### src/rtl/dlx_dbg_pkg.sv
// rtl/dlx_dbg_pkg.sv - command, state and halt-cause encodings for the DLX run controller
package dlx_dbg_pkg;

   localparam logic [1:0] OP_NOP  = 2'b00;
   localparam logic [1:0] OP_RUN  = 2'b01;
   localparam logic [1:0] OP_STEP = 2'b10;
   localparam logic [1:0] OP_HALT = 2'b11;

   typedef logic [1:0] run_state_t;
   localparam run_state_t ST_HALTED   = 2'd0;
   localparam run_state_t ST_RUNNING  = 2'd1;
   localparam run_state_t ST_STEPPING = 2'd2;

   localparam logic [1:0] CAUSE_RESET  = 2'b00;
   localparam logic [1:0] CAUSE_BUDGET = 2'b01;
   localparam logic [1:0] CAUSE_HOST   = 2'b10;
   localparam logic [1:0] CAUSE_BREAK  = 2'b11;

   // Host halt outranks a breakpoint, which outranks budget expiry.
   function automatic logic [1:0] pick_cause(input logic host, input logic brk);
      if (host)
         return CAUSE_HOST;
      else if (brk)
         return CAUSE_BREAK;
      else
         return CAUSE_BUDGET;
   endfunction

endpackage

### src/rtl/run_budget_counter.sv
// rtl/run_budget_counter.sv - loadable down-counter of remaining enabled cycles
module run_budget_counter #(
   parameter int CNT_W = 32
) (
   input  logic             clk,
   input  logic             rst,
   input  logic             load,
   input  logic [CNT_W-1:0] load_val,
   input  logic             load_unlim,
   input  logic             dec,
   output logic             expire
);

   logic [CNT_W-1:0] remaining;
   logic             unlimited;

   always_ff @(posedge clk) begin
      if (rst) begin
         remaining <= '0;
         unlimited <= 1'b0;
      end else if (load) begin
         remaining <= load_val;
         unlimited <= load_unlim;
      end else if (dec && !unlimited && remaining != '0) begin
         remaining <= remaining - CNT_W'(1);
      end
   end

   assign expire = dec & ~unlimited & (remaining == CNT_W'(1));

endmodule

### src/rtl/cpu_run_controller.sv
// rtl/cpu_run_controller.sv - run/step/halt clock-enable sequencer for the DLX CPU
// Optional breakpoint support is built when DLX_BREAKPOINT_EN is defined.
module cpu_run_controller
   import dlx_dbg_pkg::*;
#(
   parameter int CNT_W = 32
) (
   input  logic             clk,
   input  logic             rst,
   input  logic             cmd_valid,
   output logic             cmd_ready,
   input  logic [1:0]       cmd_op,
   input  logic [CNT_W-1:0] cmd_arg,
   output logic             cpu_en,
   output logic             halted,
   output logic             done,
   output logic [1:0]       halt_cause,
   output logic [CNT_W-1:0] cycle_count,
`ifdef DLX_BREAKPOINT_EN
   input  logic [31:0]      bp_addr,
   input  logic             bp_valid,
`endif
   input  logic [31:0]      pc
);

   run_state_t       state;
   logic             en_q;
   logic             accept;
   logic             start_run;
   logic             start_step;
   logic             host_halt;
   logic             expire;
   logic             bp_hit;
   logic [CNT_W-1:0] load_val;

   assign cmd_ready  = (state == ST_HALTED) | (cmd_op == OP_HALT);
   assign accept     = cmd_valid & cmd_ready;
   assign start_run  = accept & (state == ST_HALTED) & (cmd_op == OP_RUN);
   assign start_step = accept & (state == ST_HALTED) & (cmd_op == OP_STEP);
   assign host_halt  = accept & (state != ST_HALTED) & (cmd_op == OP_HALT);
   assign halted     = (state == ST_HALTED);

   // A zero STEP count still advances one cycle; a zero RUN budget means unlimited.
   assign load_val = (start_step && cmd_arg == '0) ? CNT_W'(1) : cmd_arg;

`ifdef DLX_BREAKPOINT_EN
   logic skip_bp;

   assign bp_hit = (state == ST_RUNNING) & bp_valid & (pc == bp_addr) & ~skip_bp;

   // Lets a resumed RUN execute the instruction it stopped on.
   always_ff @(posedge clk) begin
      if (rst)
         skip_bp <= 1'b0;
      else if (start_run)
         skip_bp <= 1'b1;
      else if (cpu_en)
         skip_bp <= 1'b0;
   end
`else
   logic unused_pc;

   assign bp_hit    = 1'b0;
   assign unused_pc = ^pc;
`endif

   assign cpu_en = en_q & ~bp_hit;

   run_budget_counter #(.CNT_W(CNT_W)) u_budget (
      .clk        (clk),
      .rst        (rst),
      .load       (start_run | start_step),
      .load_val   (load_val),
      .load_unlim (start_run & (cmd_arg == '0)),
      .dec        (cpu_en),
      .expire     (expire)
   );

   always_ff @(posedge clk) begin
      if (rst) begin
         state       <= ST_HALTED;
         en_q        <= 1'b0;
         done        <= 1'b0;
         halt_cause  <= CAUSE_RESET;
         cycle_count <= '0;
      end else begin
         done <= 1'b0;
         if (cpu_en)
            cycle_count <= cycle_count + CNT_W'(1);
         if (state == ST_HALTED) begin
            if (start_run) begin
               state <= ST_RUNNING;
               en_q  <= 1'b1;
            end else if (start_step) begin
               state <= ST_STEPPING;
               en_q  <= 1'b1;
            end
         end else if (host_halt | bp_hit | expire) begin
            state      <= ST_HALTED;
            en_q       <= 1'b0;
            done       <= 1'b1;
            halt_cause <= pick_cause(host_halt, bp_hit);
         end
      end
   end

endmodule

### config.mk
export PLATFORM = sky130hd
export DESIGN_NAME = cpu_run_controller
export DESIGN_NICKNAME = d
export VERILOG_FILES = /design/src/rtl/dlx_dbg_pkg.sv /design/src/rtl/run_budget_counter.sv /design/src/rtl/cpu_run_controller.sv
export SDC_FILE = /design/constraint.sdc
export NUM_CORES = 1
export LEC_CHECK = 0
export BUFFER_PORTS_ARGS = -buffer_cell sky130_fd_sc_hd__buf_2
export CAP_MARGIN = 20
export CORE_ASPECT_RATIO = 1.1
export CORE_MARGIN = 4
export CORE_UTILIZATION = 25
export CTS_BUF_LIST = sky130_fd_sc_hd__clkbuf_8
export CTS_CLUSTER_DIAMETER = 150
export DETAILED_ROUTE_END_ITERATION = 7
export PLACE_DENSITY_LB_ADDON = 0.25
export REMOVE_ABC_BUFFERS = 1
export SLEW_MARGIN = 20
export SYNTH_ARGS = -nofsm -noshare
export SYNTH_HDL_FRONTEND = slang
export SYNTH_SLANG_ARGS = --single-unit
### constraint.sdc
create_clock -name clk -period 2.8 [get_ports clk]
set_input_delay 0.42 -clock clk [delete_from_list [all_inputs] [get_ports clk]]
set_output_delay 0.42 -clock clk [all_outputs]
set_load 0.02 [all_outputs]
==> metrics.md <==
| Metric | Value |
|---|---|
| Worst Skew | `0.00638 ns` |
| Max incr delay on CP | `between 0.5 and 0.6 ns` |
| Starting Density | `0.257` |
| Die X | `around 120 um` |
| FP Rows | `between 40 and 50` |
| Grt ovf | `0` |
| Total wire length | `between 9000 and 10,000 um` |
| Final hold vios | `0` |
| Area delta synth->final | `23.8%` |
| Post-DP HPWL | `~7300 um` |
| Setup slack, reg-to-reg | `approximately 0.35 ns` |
| Fillers | `1,535` |
| Fin crit share | `0.874` |
| H-tree depth | `3` |
| Critical path origin | `u_budget.remaining[16]` |
| Clk sinks | `71` |
| Outcome | `finished clean` |
| Netlist cell types | `49` |
| Post-CTS Setup Repair Bufs | `0` |
| Vias in the first global route | `3,215` |
| VDD IR-drop max | `0.000347 V` |
| DR pass1 iterations | `4` |
| Die H | `133 um` |
| 1st-iter DRT viols | `between 150 and 200` |
| Static Leak | `between 1.5 and 2 nW` |
| Delay-heaviest family, CP | `simple AND/OR/NAND/NOR gates` |
| Post-synthesis sequential area ratio | `0.400` |
| Synth Register Bits | `71` |
| Initial antenna violation count | `0` |
| Reg-to-reg endpoint | `u_budget.remaining[26]` |
| YS warnings | `0` |
| # setup viols final | `0` |
| TritonCTS clock tree | `done` |
| Hold_sp | `cmd_arg[1]` |
| Skew-Pair Late Insertion Delay | `around 0.37 ns` |
| Post-synth ARST share | `0` |
| Largest net degree at the start of global routing | `37` |
| Antenna viol nets, final | `0` |
| Via count | `about 3,400` |
| Headroom to the max-slew limit | `0.519` |
| Critical Path Slowest Stage Cell | `or4_4` |
| Cells after synthesis | `about 420` |
| Worst-margin pin slew | `around 0.72 ns` |
| Worst setup endpoint | `u_budget.remaining[26]` |
| Number of synthesized flops with an enable pin | `0` |
| Ranking of synthesized cells by area | `dfxtp_1, xor2_1, nor2_1, a211oi_1, xnor2_1` |
| Reg2reg path depth | `5` |
| Port Buffer Count | `74` |
| Post-DR wirelength/cell | `13.7 um` |
| Critical path depth | `5` |
| CP Capture Type | `flip-flop` |
| Achievable Freq | `~410 MHz` |
| Setup Total Neg Slack | `0 ns` |
| Top-area cell type share of the netlist area | `0.400` |
| Vias per cell | `4.80` |
| Clk buf depth | `2` |
| Final min period | `between 2 and 2.5 ns` |
| CP arrival | `~2.7 ns` |
| Hold_buf cts | `0` |
| Top_reg_cell synth | `dfxtp_1` |
| Fin Hold WS | `~0.32 ns` |
| CTS Root Cell | `clkbuf_8` |
| First-pass GRT wire length | `approximately 16,000 um` |
| Worst Path Max Fanout | `7` |
| CP required | `just over 3 ns` |
| Power density over the cells | `between 500 and 600 nW/um2` |
| Worst path bufs/invs | `0` |
| Share of cells above drive strength 1 | `0.227` |
| Dpl cells | `between 600 and 700` |
| Dominant cell type by area after synthesis | `dfxtp_1` |
| R2r startpoint | `u_budget.remaining[16]` |
| Netlist Area Pre-Place | `between 3000 and 4000 um2` |
| Core Region | `13,900 um2` |
| Final Non-Filler Cells | `approximately 700` |
| Hold crit path type | `primary input to flip-flop` |
| Num ports | `107` |
| Die ar. | `approximately 16,000 um2` |
| Startpoint types | `flip-flop` |
| GRT Util Overall | `0.122` |
| Max Slew Vio Count | `0` |
| Crit-path cells | `or4_4 > nor3b_4 > or4b_4 > or3_1 > a311oi_1` |
| Max Cap Violations | `0` |
| Clock Pin Slew Worst Setup and Hold Paths | `~0.070 ns` |
| Critical path class | `flip-flop to flip-flop` |
| RSZ-0062 raised after global routing | `false` |
| Residual DRC | `0` |
| TritonCTS buffer count | `9` |
| Final net count | `between 500 and 600` |
| Routability congestion estimate | `just under 0.8` |
| Top post-synthesis cells by count | `dfxtp_1, nor2_1, nand2_1` |
| CTS resizes | `0` |
| # diodes | `0` |
| Synthesized area per cell | `8.38 um2` |
==> registers in the layout, indices dropped and copies added, names as in the netlist <==
register,cells
cycle_count,32
u_budget.remaining,32
halt_cause,2
state,2
cpu_en,1
done,1
u_budget.unlimited,1
==> area by class of cell <==
type | instances | area, um2 | share of cell area
inverters | 6 | 22.5 | 0.00512
flip-flops and latches | 71 | 1420 | 0.323
clock buffers | 9 | 124 | 0.0281
repair buffers | 88 | 475 | 0.108
clock inverters | 7 | 65.1 | 0.0148
well taps | 188 | 235 | 0.0535
multi-input cells | 330 | 2060 | 0.467
==> per-stage QoR <==
stage,worst slack (ns),instance area (um2),util,power (mW)
finish,0.353,4400,0.318,2.38
floorplan,0.0597,3490,-,1.41
detailed placement,0.207,4210,0.304,1.59
global route,0.159,4400,0.318,2.52
CTS,0.184,4390,0.317,2.42
global placement,0.216,4210,0.304,1.58
==> worst register-to-register path, delay by kind of cell, from the launching register on <==
kind            cells  cell delay [ns]
simple gates        4             1.78
flops               1             0.35
compound gates      1             0.23
==> where the power goes <==
group          leakage [nW]  total, mW  switching, mW  internal, mW
sequential            0.578       1.13         0.0620          1.07
clock                 0.100      0.811          0.407         0.405
combinational         0.983      0.438          0.248         0.190
==> routing by layer <==
layer | vias up | wire, um | track usage
met4 | 0 | 133 | 0.0386
li1 | 1686 | - | -
met5 | - | 0 | 0
met3 | 11 | 603 | 0.0492
met2 | 84 | 4530 | 0.200
met1 | 1577 | 4290 | 0.145
==> worst min path at each step <==
stage | endpoint | slack (ns) | depth (start not counted)
4_1_cts | u_budget.remaining[1] | 0.30 | 3
2_1_floorplan | state[0] | 0.45 | 2
3_3_place_gp | halt_cause[0] | 0.45 | 1
3_5_place_dp | halt_cause[0] | 0.46 | 1
5_1_grt | u_budget.remaining[30] | 0.30 | 2
6_report | u_budget.remaining[1] | 0.32 | 3
==> placed cells by master (no fill, tap or decap), types with 2 or more instances in the layout <==
| cell type | n |
|---|---|
| a211oi_1 | 25 |
| nand2b_1 | 4 |
| mux2i_1 | 2 |
| a22o_1 | 2 |
| o31ai_1 | 2 |
| xnor2_1 | 19 |
| nand4b_1 | 2 |
| a21oi_1 | 11 |
| nor4_1 | 14 |
| nor3_1 | 17 |
| clkinv_2 | 3 |
| nor4_4 | 2 |
| clkbuf_8 | 9 |
| buf_2 | 74 |
| nand3_1 | 11 |
| buf_4 | 14 |
| nor2b_1 | 2 |
| inv_1 | 7 |
| nand2_1 | 35 |
| dfxtp_1 | 71 |
| nor2_1 | 71 |
| nor4b_1 | 4 |
| xor2_1 | 32 |
| o21ai_0 | 14 |
| nand4_1 | 15 |
| and3_1 | 7 |
| ha_1 | 3 |
| or3_1 | 9 |
| a311oi_1 | 4 |
| nor3b_1 | 2 |
==> logic make-up (layout without fill, tap and decap cells) <==
kind of cell | Yosys count | in the layout | synth area share
xor gates and xnor gates | 51 | 51 | 0.126
muxes | 2 | 2 | 0.00563
AOI/OAI and AO/OA | 66 | 66 | 0.126
DFF | 71 | 71 | 0.400
and+or+nand+nor | 208 | 208 | 0.308
buffers and inverters | 23 | 110 | 0.0246
adders and majority gates | 3 | 3 | 0.0106
(Power assumes the default switching activity.)
